File: src/rtl/mem_arbiter_pkg.sv
// Shared types and constants for the memory arbiter: FSM state encoding,
// requester identifiers and the default memory depth.
package mem_arbiter_pkg;

  localparam int DEPTH_DEFAULT = 512;

  typedef enum logic [1:0] {
    IDLE  = 2'd0,
    ISSUE = 2'd1,
    DONE  = 2'd2
  } state_t;

  typedef enum logic {
    REQ_CPU = 1'b0,
    REQ_DBG = 1'b1
  } req_id_t;

endpackage

File: src/rtl/mem_arbiter_rr_arb2.sv
// Two-input round-robin chooser. A lone requester always wins; on a tie the
// input granted most recently loses. Reset leaves index 0 (cpu) favoured.
module rr_arb2 (
  input  logic       clk,
  input  logic       rst,
  input  logic [1:0] req,
  input  logic       advance,
  output logic [1:0] gnt
);

  // last_one: 1 when index 1 won the most recent accepted grant
  logic last_one;

  // Combinational choice from the current requests and history
  always_comb begin
    gnt = 2'b00;
    if (req == 2'b11) begin
      gnt = last_one ? 2'b01 : 2'b10;
    end else begin
      gnt = req;
    end
  end

  // Remember who won whenever the caller actually takes a grant
  always_ff @(posedge clk) begin
    if (rst) begin
      last_one <= 1'b1;
    end else if (advance && (gnt != 2'b00)) begin
      last_one <= gnt[1];
    end
  end

endmodule

File: src/rtl/mem_arbiter.sv
// Arbiter sharing one synchronous memory port (port A) between a CPU and a
// debug/program loader. One transaction in flight: IDLE/DONE accept, ISSUE
// drives the memory, DONE returns the response.
// Build option: define MEM_ARBITER_DBG_EN to arbitrate the dbg port
// round-robin against cpu; without it the dbg port is inert and cpu is
// granted whenever it requests.
//
// Handshake: *_req is a level request. *_gnt is asserted combinationally in
// the cycle the request is accepted; *_we/*_addr/*_wdata are sampled at the
// rising edge closing that cycle. Exactly one response follows: *_rvalid is
// high for the single DONE cycle two cycles after *_gnt, carrying *_rdata
// (0 for writes and errors) and *_err. Dropping *_req after *_gnt does not
// cancel the accepted transaction; dropping it before gnt loses nothing.
module mem_arbiter
  import mem_arbiter_pkg::*;
#(
  parameter int DEPTH = DEPTH_DEFAULT
) (
  input  logic        clk,
  input  logic        rst,
  input  logic        cpu_req,
  input  logic        cpu_we,
  input  logic [31:0] cpu_addr,
  input  logic [31:0] cpu_wdata,
  output logic        cpu_gnt,
  output logic        cpu_rvalid,
  output logic        cpu_err,
  output logic [31:0] cpu_rdata,
  input  logic        dbg_req,
  input  logic        dbg_we,
  input  logic [31:0] dbg_addr,
  input  logic [31:0] dbg_wdata,
  output logic        dbg_gnt,
  output logic        dbg_rvalid,
  output logic        dbg_err,
  output logic [31:0] dbg_rdata,
  output logic        wen_A,
  output logic        ren_A,
  output logic [31:0] addr_A,
  output logic [31:0] wdata_A,
  input  logic [31:0] rdata_A,
  output state_t      fsm_state
);

  state_t      state_q;
  req_id_t     owner_q;
  logic        we_q;
  logic        err_q;
  logic [31:0] addr_q;
  logic [31:0] wdata_q;

  logic        cpu_rvalid_q, cpu_err_q;
  logic [31:0] cpu_rdata_q;
  logic        dbg_rvalid_q, dbg_err_q;
  logic [31:0] dbg_rdata_q;

  logic        arb_ok;
  logic        win_cpu, win_dbg, accept;
  logic        sel_we;
  logic [31:0] sel_addr, sel_wdata;
  logic [31:0] resp_data;

  // A new request may be accepted only outside ISSUE and never under reset
  assign arb_ok = !rst && (state_q != ISSUE);

`ifdef MEM_ARBITER_DBG_EN
  logic [1:0] rr_gnt;

  rr_arb2 u_rr (
    .clk     (clk),
    .rst     (rst),
    .req     ({dbg_req, cpu_req}),
    .advance (arb_ok),
    .gnt     (rr_gnt)
  );

  assign win_cpu    = arb_ok && rr_gnt[0];
  assign win_dbg    = arb_ok && rr_gnt[1];
  assign dbg_gnt    = win_dbg;
  assign dbg_rvalid = dbg_rvalid_q;
  assign dbg_err    = dbg_err_q;
  assign dbg_rdata  = dbg_rdata_q;
`else
  logic unused_dbg;

  assign win_cpu    = arb_ok && cpu_req;
  assign win_dbg    = 1'b0;
  assign dbg_gnt    = 1'b0;
  assign dbg_rvalid = 1'b0;
  assign dbg_err    = 1'b0;
  assign dbg_rdata  = 32'd0;
  assign unused_dbg = ^{dbg_req, dbg_rvalid_q, dbg_err_q, dbg_rdata_q};
`endif

  assign accept    = win_cpu || win_dbg;
  assign cpu_gnt   = win_cpu;
  assign sel_we    = win_dbg ? dbg_we    : cpu_we;
  assign sel_addr  = win_dbg ? dbg_addr  : cpu_addr;
  assign sel_wdata = win_dbg ? dbg_wdata : cpu_wdata;

  // Memory port A is only enabled in ISSUE for an in-range address, and
  // never while reset is high
  assign addr_A  = addr_q;
  assign wdata_A = wdata_q;
  assign ren_A   = !rst && (state_q == ISSUE) && !we_q && !err_q;
  assign wen_A   = !rst && (state_q == ISSUE) &&  we_q && !err_q;

  // Writes and out-of-range accesses return zero data
  assign resp_data = (we_q || err_q) ? 32'd0 : rdata_A;

  assign cpu_rvalid = cpu_rvalid_q;
  assign cpu_err    = cpu_err_q;
  assign cpu_rdata  = cpu_rdata_q;
  assign fsm_state  = state_q;

  // Transaction FSM with registered responses
  always_ff @(posedge clk) begin
    if (rst) begin
      state_q      <= IDLE;
      owner_q      <= REQ_CPU;
      we_q         <= 1'b0;
      err_q        <= 1'b0;
      addr_q       <= 32'd0;
      wdata_q      <= 32'd0;
      cpu_rvalid_q <= 1'b0;
      cpu_err_q    <= 1'b0;
      cpu_rdata_q  <= 32'd0;
      dbg_rvalid_q <= 1'b0;
      dbg_err_q    <= 1'b0;
      dbg_rdata_q  <= 32'd0;
    end else begin
      cpu_rvalid_q <= 1'b0;
      cpu_err_q    <= 1'b0;
      dbg_rvalid_q <= 1'b0;
      dbg_err_q    <= 1'b0;
      case (state_q)
        IDLE, DONE: begin
          if (accept) begin
            state_q <= ISSUE;
            owner_q <= win_dbg ? REQ_DBG : REQ_CPU;
            we_q    <= sel_we;
            addr_q  <= sel_addr;
            wdata_q <= sel_wdata;
            err_q   <= (sel_addr >= 32'(DEPTH));
          end else begin
            state_q <= IDLE;
          end
        end
        ISSUE: begin
          state_q <= DONE;
          if (owner_q == REQ_DBG) begin
            dbg_rvalid_q <= 1'b1;
            dbg_err_q    <= err_q;
            dbg_rdata_q  <= resp_data;
          end else begin
            cpu_rvalid_q <= 1'b1;
            cpu_err_q    <= err_q;
            cpu_rdata_q  <= resp_data;
          end
        end
        default: state_q <= IDLE;
      endcase
    end
  end

endmodule

File: config.mk
export PLATFORM = sky130hd
export DESIGN_NAME = mem_arbiter
export DESIGN_NICKNAME = d
export VERILOG_FILES = /design/src/rtl/mem_arbiter_pkg.sv /design/src/rtl/mem_arbiter_rr_arb2.sv /design/src/rtl/mem_arbiter.sv
export SDC_FILE = /design/constraint.sdc
export NUM_CORES = 1
export LEC_CHECK = 0
export CAP_MARGIN = 5
export CORE_AREA = 4 4 115 117
export CTS_CLUSTER_DIAMETER = 120
export DETAILED_ROUTE_END_ITERATION = 10
export DIE_AREA = 0 0 119 121
export MAX_ROUTING_LAYER = met4
export PLACE_DENSITY = 0.73
export SETUP_SLACK_MARGIN = 0.15
export SYNTH_ARGS = -nofsm -noshare
export SYNTH_HDL_FRONTEND = slang
export SYNTH_HIERARCHICAL = 1
export SYNTH_SLANG_ARGS = --single-unit
File: constraint.sdc
create_clock -name clk -period 1.53 [get_ports clk]
set_input_delay 0.2295 -clock clk [delete_from_list [all_inputs] [get_ports clk]]
set_output_delay 0.2295 -clock clk [all_outputs]
set_load 0.1 [all_outputs]
==> key figures, run 1 <==
Run status
  • Status: finished, violations left
  • Failing checks: negative setup slack

Setup path
  • Slowest cell on crit path: dfxtp_4
  • Largest stage delay, worst path: 0.35 ns
  • R2R cell count: 8
  • CP cell instances: nor3b_4, buf_4, and3b_4, buf_12
  • Reg-to-Reg Start: fsm_state[0]
  • Crit path from: fsm_state[0]
  • Worst setup endpoint: wen_A
  • Worst EP arrival: 1.40 ns
  • Crit Path Category: reg -> out
  • Worst R2R Setup Slack: -0.07 ns
  • End of the worst register-to-register path: wdata_A[3]
  • CP startpoint kind: flip-flop
  • CP endpoint kind: output pin
  • Worst Path Max Fanout: 3
  • CP required: ~1.3 ns

Clock tree
  • CTS max path bufs: 2
  • Clock Latency Late Sink: roughly 0.35 ns
  • H-tree levels: 3
  • CTS clock-pin slew for the worst setup and hold paths: 0.06 ns
  • CTS tree: built
  • CTS Sinks: 102
  • CTS Buf Count: 9
  • Hold buffers post-CTS: 0
  • Root buffer cell: clkbuf_16

Yosys
  • Dominant cell type by area after synthesis: dfxtp_1
  • FF+latch count, synth: between 100 and 150
  • Top cell type's share of synthesized area: between 50 and 60%
  • Avg Cell Area, Syn: approximately 9 um2
  • Cells after synthesis: about 410
  • Syn. warnings: 6
  • Sequential fraction of the synthesis area: 55.10%
  • Largest cells by area after synthesis: dfxtp_1 55%, nand2_1 13%, a21oi_1 8.9%
  • Netlist cell types: 21
  • Synthesized cell area: approximately 3700 um2

STA
  • Fin. max-slew vios: 0
  • Worst slew margin: roughly half
  • Fmax: 0.6153 GHz
  • Fin Clk Skew: 0.007544 ns
  • Setup tns final: -1.546 ns
  • Unrepaired setup endpoints after global routing: yes
  • Fin crit period: 1.625 ns
  • Worst Tran Pin Value: roughly 0.77 ns
  • Final setup vio count: 50
  • PnR worst setup slack: -0.09510 ns
  • Period Utilization, post-route: 106.2%
  • Final hold violations: 0

Placement
  • I/O Buffers: 202
  • Detailed Place HPWL: 9060 um
  • Post-DP Area: 6845 um2
  • Routability congestion estimate: 0.8189
  • Pre-CTS setup slack: -0.3433 ns

Power and ir drop
  • Pwr per Cell Area: 943.1 nW/um2
  • Worst IR Drop VDD: 909.5 uV
  • Leakage power: between 3 and 4 nW

Global route
  • GRT busiest layer: met2
  • Met2 GRT Util: 34.44%
  • Number of global-route vias before repair: ~4,000
  • Initial antenna violation count: 1
  • Routing usage on met1: 19.69%
  • Pin count of the biggest net entering global routing: 46
  • M3 GR Usage: 7.226%
  • Gr usage total: 19.12%
  • Global-route wire length before repair: 20,870 um
  • Overflow after GRT: 0

Floorplanning
  • Initial Util: 29.98%
  • Chip Width: 119 um
  • IO Pins: approximately 300
  • Die H: 121 um
  • Rows: 41
  • CORE AREA: ~12,000 um2
  • Die ar.: ~14,000 um2

Route
  • Number of remaining DRC errors: 0
  • Vias per cell: 4.688
  • Via Count: 3,886
  • Routed len/inst: ~19 um
  • 1st-pass router iterations: 4
  • Number of DRC markers in iteration 0: around 120
  • ANT nets after route: 0
  • Final wirelength: 15,620 um

Layout
  • Reg area: 2049 um2
  • Commonest non-fill, non-tap cell in the layout: buf_12
  • Proportion of layout cells with a drive suffix above 1: 50.30%
  • # fillers: roughly 800
  • Layout area overhead: 136.3%
  • Nets: around 820
  • Area occupied by multi-input gates: 2147 um2
  • Final instance area: 8756 um2
  • Commonest non-fill, non-tap cells in the layout: 115 x buf_12, 100 x dfxtp_1, 98 x clkdlybuf4s50_1, 65 x a21oi_2, 64 x nand2_4

Flow run
  • Max cap viols: 0

Worst hold path
  • Hold Path Class: in -> reg
cell families after synthesis:
group,count (synthesis),synth area share [%]
flip-flops,102,55.10
AND/OR/NAND/NOR,145,16.54
other,1,0.1012
AO/OA/AOI/OAI,99,16.78
buffers and inverters,66,11.48
what timing repair did:
action / in CTS / in global routing
endpoints found under the setup margin: 56 / 101
resized for setup: 128 / 129
gates cloned: 12 / 7
pin swaps: 67 / 85
setup buffers: 17 / 2
routing by layer:
layer | wire length [um] | up-vias
met2 | 8577 | 195
li1 | - | 1791
met1 | 5552 | 1870
met3 | 1244 | 30
met5 | 0 | -
met4 | 250 | 0
registers in the layout, indices dropped and copies added, names as in the netlist:
register,flops
wdata_A,32
cpu_err,1
err_q,1
fsm_state,2
addr_A,32
cpu_rdata,32
cpu_rvalid,1
we_q,1
final cells by class:
cell class	count	share of cell area, %
antenna	1	0.02858
clock buffer	13	3.087
clock inverter	3	0.7431
inverter	3	0.2143
multi-input combinational	279	24.52
sequential	102	23.41
tap	172	2.458
timing repair buffer	256	45.54
where the power goes:
part           switching (W)  internal [W]  total (W)  leakage [nW]
Clock               0.000992       0.00157    0.00256         0.166
Sequential          0.000137       0.00277    0.00291         0.833
Combinational        0.00176       0.00103    0.00279          2.64
Total                0.00289       0.00537    0.00826          3.64
through the flow:
step | std cells | total power (W) | hold slack, ns | utilization [%]
after floorplan | 447 | 0.004452 | 0.3550 | -
after global placement | 774 | 0.005237 | 0.4752 | 55.37
after detailed placement | 774 | 0.005264 | 0.4832 | 55.37
after CTS | 819 | 0.008109 | 0.2300 | 65.55
after global routing | 829 | 0.008496 | 0.2359 | 70.82
final | 829 | 0.008258 | 0.2429 | 70.82
how the worst min path moves through the flow:
stage / from / end / slack, ns / depth (start not counted)
4_1_cts: rst / fsm_state[1] / 0.23 / 3
3_3_place_gp: addr_A[27] / addr_A[27] / 0.48 / 2
3_5_place_dp: wdata_A[10] / wdata_A[10] / 0.48 / 2
2_1_floorplan: rdata_A[13] / cpu_rdata[13] / 0.35 / 1
6_report: rst / fsm_state[1] / 0.24 / 3
5_1_grt: rst / fsm_state[1] / 0.24 / 3
critical path: cells and delay by family, from the launching register on:
family	cells	cell delay, ns
simple gates	2	0.38
buf+inv	2	0.31
flops	1	0.35
cell usage after synthesis:
master	count
nor3b_4	2
o221a_1	1
nor4_1	5
inv_2	1
inv_1	2
buf_2	13
conb_1	1
nor3b_1	1
nand2_1	130
or3b_4	1
a22o_1	32
clkbuf_1	11
buf_6	4
nor3_1	1
and3b_1	1
and2_1	2
a21oi_1	66
nand4_1	1
buf_4	35
nand3_1	1
dfxtp_1	102
No activity file was read; power rests on OpenSTA's default activity.
==> run 2, diff against run 1 <==
MAX_ROUTING_LAYER = default   (was met4)
REMOVE_ABC_BUFFERS = 1   (was default)
==> run 2 against run 1 <==
The flow still finishes with violations (negative setup slack). Sequential power barely moved. Core utilization fell by 3.7 points. Non-clock buffer count fell by 15. Worst setup slack got worse by 0.026 ns. Total power fell by 1.9%. Clock skew fell by 0.0018 ns. First-iteration DRC count rose by 14%.
==> key figures, run 2 (synthesis results as in run 1) <==
Run status
  • Status: finished, violations left
  • Failing checks: negative setup slack

Floorplanning
  • Rows: 41
  • IO Pins: 304
  • Die ar.: 14,400 um2
  • Die H: 121 um
  • CORE AREA: 12,360 um2
  • Chip Width: 119 um
  • Initial Util: about 30%

Power and ir drop
  • Clock power frac: 31.5%
  • Pwr per Cell Area: 976.0 nW/um2
  • Reg power frac: ~36%
  • Worst IR Drop VDD: 585.5 uV
  • Switching fraction of total power: a little over a third
  • Leakage power: 3.366 nW
  • Switch Pwr: 0.002821 W
  • Part of the power in combinational logic: 32.6%
  • Int Pwr: 0.005284 W

Layout
  • Reg area: 2044 um2
  • # fillers: 841
  • Area occupied by multi-input gates: 1977 um2
  • Layout area overhead: 124.1%
  • Non-Filler Instances: around 800
  • Nets: 803
  • Proportion of layout cells with a drive suffix above 1: between 40% and 50%
  • Ant. Diodes: 0
  • Commonest non-fill, non-tap cell in the layout: buf_12
  • Final instance area: 8304 um2
  • Commonest non-fill, non-tap cells in the layout: 109 x buf_12, 100 x dfxtp_1, 98 x clkdlybuf4s50_1, 63 x nand2_1, 61 x a21oi_2

STA
  • Worst slew margin: 27.74%
  • Fin. max-slew vios: 0
  • Setup tns final: -1.031 ns
  • Fin Clk Skew: 0.005743 ns
  • Final setup vio count: 39
  • Final hold violations: 0
  • PnR worst setup slack: -0.1206 ns
  • Min Hold Slack: 0.1933 ns
  • Fmax: a little over 0.6 GHz
  • Unrepaired setup endpoints after global routing: yes
  • Worst Tran Pin Value: 1.084 ns
  • Period Utilization, post-route: 107.9%
  • Fin crit period: 1.651 ns

Clock tree
  • CTS Buf Count: 9
  • CTS Sinks: 102
  • H-tree levels: 3
  • CTS clock-pin slew for the worst setup and hold paths: ~0.07 ns
  • CTS tree: built
  • Clock Latency Late Sink: between 0.3 and 0.4 ns
  • Root buffer cell: clkbuf_16
  • CTS max path bufs: 2

Global route
  • Initial antenna violation count: 0
  • Global-route wire length before repair: 19,060 um
  • Pin count of the biggest net entering global routing: 67
  • Gr usage total: roughly 17%
  • Number of global-route vias before repair: between 3,000 and 4,000
  • Overflow after GRT: 0

Setup path
  • Worst Path Max Fanout: 3
  • CP startpoint kind: flip-flop
  • CP endpoint kind: output pin
  • Crit Path Category: reg -> out
  • Worst EP arrival: 1.42 ns
  • CP required: 1.30 ns

Route
  • 1st-pass router iterations: 4
  • Final wirelength: 14,610 um
  • Via Count: 3,796
  • Vias per cell: 4.663
  • ANT nets after route: 0
  • Number of remaining DRC errors: 0
  • Number of DRC markers in iteration 0: roughly 140
  • Routed len/inst: 17.95 um

Placement
  • I/O Buffers: 202
  • Pre-CTS setup slack: -0.2544 ns
  • Post-placement cell count: 774
  • Post-DP Area: 6819 um2
  • Detailed Place HPWL: 9091 um
  • Routability congestion estimate: 0.7923

Flow run
  • Max cap viols: 0

Worst hold path
  • Hold Path Class: in -> reg
## run 2: layout make-up
type / instances / share of cell area [%]
multi-input combinational: 279 / 23.81
timing repair inverter: 1 / 0.1959
clock inverter: 3 / 0.7835
clock buffer: 13 / 3.254
timing repair buffer: 241 / 44.46
inverter: 3 / 0.2863
sequential: 102 / 24.62
tap: 172 / 2.592
## run 2: repair_timing
item / 4_1_cts / 5_1_grt
gates resized for setup: 88 / 130
pin swaps: 70 / 65
hold buffers: 0 / 0
setup buffers: 9 / 1
endpoints found under the setup margin: 39 / 102
gates cloned: 5 / 9
## run 2: worst paths after layout
path / slack [ns] / start / to / cells past startpoint
worst max-delay path: -0.12 / fsm_state[0] / cpu_gnt / 5
worst max register to register: -0.06 / fsm_state[0] / cpu_rdata[30] / 8
worst min register to register: 0.46 / fsm_state[1] / fsm_state[1] / 1
worst min-delay path: 0.19 / rst / fsm_state[1] / 2
## run 2: per-stage QoR
step / total power (W) / util (%)
3_3_place_gp: 0.005236 / 55.16
2_1_floorplan: 0.004308 / -
4_1_cts: 0.007962 / 61.45
6_report: 0.008105 / 67.17
3_5_place_dp: 0.005261 / 55.16
5_1_grt: 0.008371 / 67.17
## run 2: metal layers
| metal | vias to the layer above | routed length, um | track usage, % |
|---|---|---|---|
| li1 | 1758 | - | - |
| met1 | 1836 | 5401 | 17.51 |
| met4 | 0 | 257 | 7.241 |
| met5 | - | 0 | 0 |
| met2 | 187 | 7731 | 30.41 |
| met3 | 15 | 1218 | 6.573 |
## run 2: power by group through the flow
| stage | logic, W | registers, W | clock network, W |
|---|---|---|---|
| final | 0.00264 | 0.00291 | 0.00255 |
| after global routing | 0.00271 | 0.00292 | 0.00274 |
| after detailed placement | 0.00230 | 0.00296 | 0 |
| after global placement | 0.00228 | 0.00295 | 0 |
| after floorplan | 0.000579 | 0.00373 | 0 |
| after CTS | 0.00243 | 0.00290 | 0.00262 |
## run 2: worst max-delay path, cell delays in order (launching register included)
cell,delay (ns)
dfxtp_2,0.32
buf_4,0.13
buf_4,0.14
a21oi_2,0.14
and2_4,0.17
buf_12,0.16
==> run 3, diff against run 2 <==
PLACE_DENSITY = 0.74   (was 0.73)
==> run 3 against run 2 <==
The flow still finishes with violations (negative setup slack). Clock skew rose by 0.0024 ns. Total power fell by 1.8%. Clock-buffer cell count fell by 4. Global-route usage fell by 0.49 points. Combinational power rose by 2%. Largest power group unchanged. Hold slack got worse by 0.035 ns. Via count fell by 0.24%.
==> key figures, run 3 (synthesis results as in run 1) <==
Run status
  • Status: finished, violations left
  • Failing checks: negative setup slack

Global route
  • Global-route wire length before repair: 18,820 um
  • Gr usage total: between 10% and 20%
  • Initial antenna violation count: 1
  • Number of global-route vias before repair: 3,643
  • Overflow after GRT: 0
  • Pin count of the biggest net entering global routing: 67

STA
  • Fin. max-slew vios: 0
  • Final setup vio count: 23
  • Unrepaired setup endpoints after global routing: yes
  • Fmax: 0.5962 GHz
  • PnR worst setup slack: -0.1473 ns
  • Period Utilization, post-route: 109.6%
  • Fin crit period: 1.677 ns
  • Final hold violations: 0
  • Worst Tran Pin Value: 1.107 ns
  • Fin Clk Skew: approximately 0.0081 ns
  • Worst slew margin: 26.18%

Route
  • 1st-pass router iterations: 4
  • Routed len/inst: 18.78 um
  • Vias per cell: between 4 and 5
  • Via Count: 3,787
  • Number of remaining DRC errors: 0
  • ANT nets after route: 0
  • Final wirelength: roughly 15,000 um
  • Number of DRC markers in iteration 0: 129

Setup path
  • CP required: 1.30 ns
  • Worst Path Max Fanout: 3
  • End of the worst register-to-register path: wdata_A[19]
  • Reg-to-Reg Start: fsm_state[0]
  • Worst R2R Setup Slack: -0.05 ns
  • Worst EP arrival: 1.45 ns
  • Worst setup endpoint: ren_A
  • R2R cell count: 6
  • CP endpoint kind: output pin
  • Crit path from: fsm_state[0]
  • CP startpoint kind: flip-flop
  • Crit Path Category: reg -> out

Layout
  • Area occupied by multi-input gates: 2100 um2
  • # fillers: 817
  • Non-Filler Instances: around 820
  • Finished Core Util: 68.13%
  • Reg area: 2044 um2
  • Nets: 806
  • Layout area overhead: 127.3%
  • Commonest non-fill, non-tap cells in the layout: 112 x buf_12, 100 x dfxtp_1, 98 x clkdlybuf4s50_1, 62 x a21oi_2, 55 x nand2_4
  • Ant. Diodes: 0
  • Proportion of layout cells with a drive suffix above 1: 49.61%
  • Commonest non-fill, non-tap cell in the layout: buf_12

Clock tree
  • CTS Sinks: approximately 100
  • CTS Buf Count: 9
  • CTS max path bufs: 2
  • Root buffer cell: clkbuf_16
  • CTS clock-pin slew for the worst setup and hold paths: 0.07 ns
  • CTS tree: built
  • H-tree levels: 3
  • Hold buffers post-CTS: 0
  • Clock Latency Late Sink: 0.35 ns

Floorplanning
  • CORE AREA: 12,360 um2
  • Rows: 41
  • Chip Width: 119 um
  • Initial Util: roughly 30%
  • Die ar.: 14,400 um2
  • IO Pins: 304
  • Die H: 121 um

Placement
  • Post-placement cell count: 779
  • Detailed Place HPWL: 9177 um
  • Pre-CTS setup slack: -0.2731 ns
  • Routability congestion estimate: 0.7121
  • I/O Buffers: 202

Power and ir drop
  • Pwr per Cell Area: 945.1 nW/um2
  • Leakage power: 3.456 nW
  • Worst IR Drop VDD: approximately 1000 uV

Worst hold path
  • Hold Path Class: in -> reg

Flow run
  • Max cap viols: 0
==> run 3: cell types whose count changed in the layout (fill, tap and decap cells not counted), moves of 3 or more <==
| cell | previous run | this run |
|---|---|---|
| nand2_4 | 41 | 55 |
| buf_6 | 7 | 4 |
| clkbuf_16 | 15 | 19 |
| buf_4 | 9 | 13 |
| buf_12 | 109 | 112 |
| clkbuf_8 | 3 | 0 |
| buf_16 | 5 | 1 |
| nand2_1 | 63 | 46 |
| nand2_2 | 26 | 29 |
==> run 3: cell type report <==
class,count,area share (%)
repair buffers,244,44.21
multi-input cells,279,24.93
flip-flops and latches,102,24.27
clock buffers,9,2.674
well taps,172,2.555
clock inverters,7,0.9507
inverters,3,0.2822
repair inverters,1,0.1337
==> run 3: metal layers <==
layer / vias to the layer above / routed length (um) / GRT usage (%)
met2: 191 / 8020 / 28.61
met3: 28 / 1385 / 8.112
li1: 1764 / - / -
met4: 2 / 355 / 5.503
met5: - / 13 / 0
met1: 1802 / 5567 / 17.30
==> run 3: worst min path at each step <==
stage	from	endpoint	slack [ns]	depth (start not counted)
finish	rst	cpu_rvalid	0.16	2
global route	rst	cpu_rvalid	0.17	2
CTS	rst	cpu_rvalid	0.15	2
detailed placement	wdata_A[11]	wdata_A[11]	0.48	2
global placement	wdata_A[15]	wdata_A[15]	0.48	2
floorplan	rst	addr_A[0]	0.30	1
==> run 3: where the power goes <==
group | switching (W) | internal [W]
registers | 0.000136 | 0.00277
clock network | 0.00108 | 0.00129
logic | 0.00173 | 0.000953
total | 0.00295 | 0.00501
==> run 3: metrics by stage <==
stage / area [um2] / power [W] / setup TNS [ns] / hold slack (ns)
floorplan: 3420 / 0.004308 / -110.50 / 0.2986
global placement: 6894 / 0.005254 / -15.51 / 0.4788
detailed placement: 6894 / 0.005282 / -14.97 / 0.4837
CTS: 7281 / 0.007656 / -0.3414 / 0.1483
global route: 8423 / 0.008193 / -3.668 / 0.1705
finish: 8423 / 0.007960 / -0.7283 / 0.1588
==> run 3: repair_timing <==
item	CTS	global route
setup endpoints to repair	59	101
gates resized for setup	13	222
setup buffers	3	3
gates cloned	1	15
pin swaps	27	124
==> run 3: worst max-delay path: stages, from the launching register on <==
cell and delay, ns:
dfxtp_2 0.34, nor3b_4 0.22, nor3b_4 0.25, buf_12 0.13, buf_12 0.16
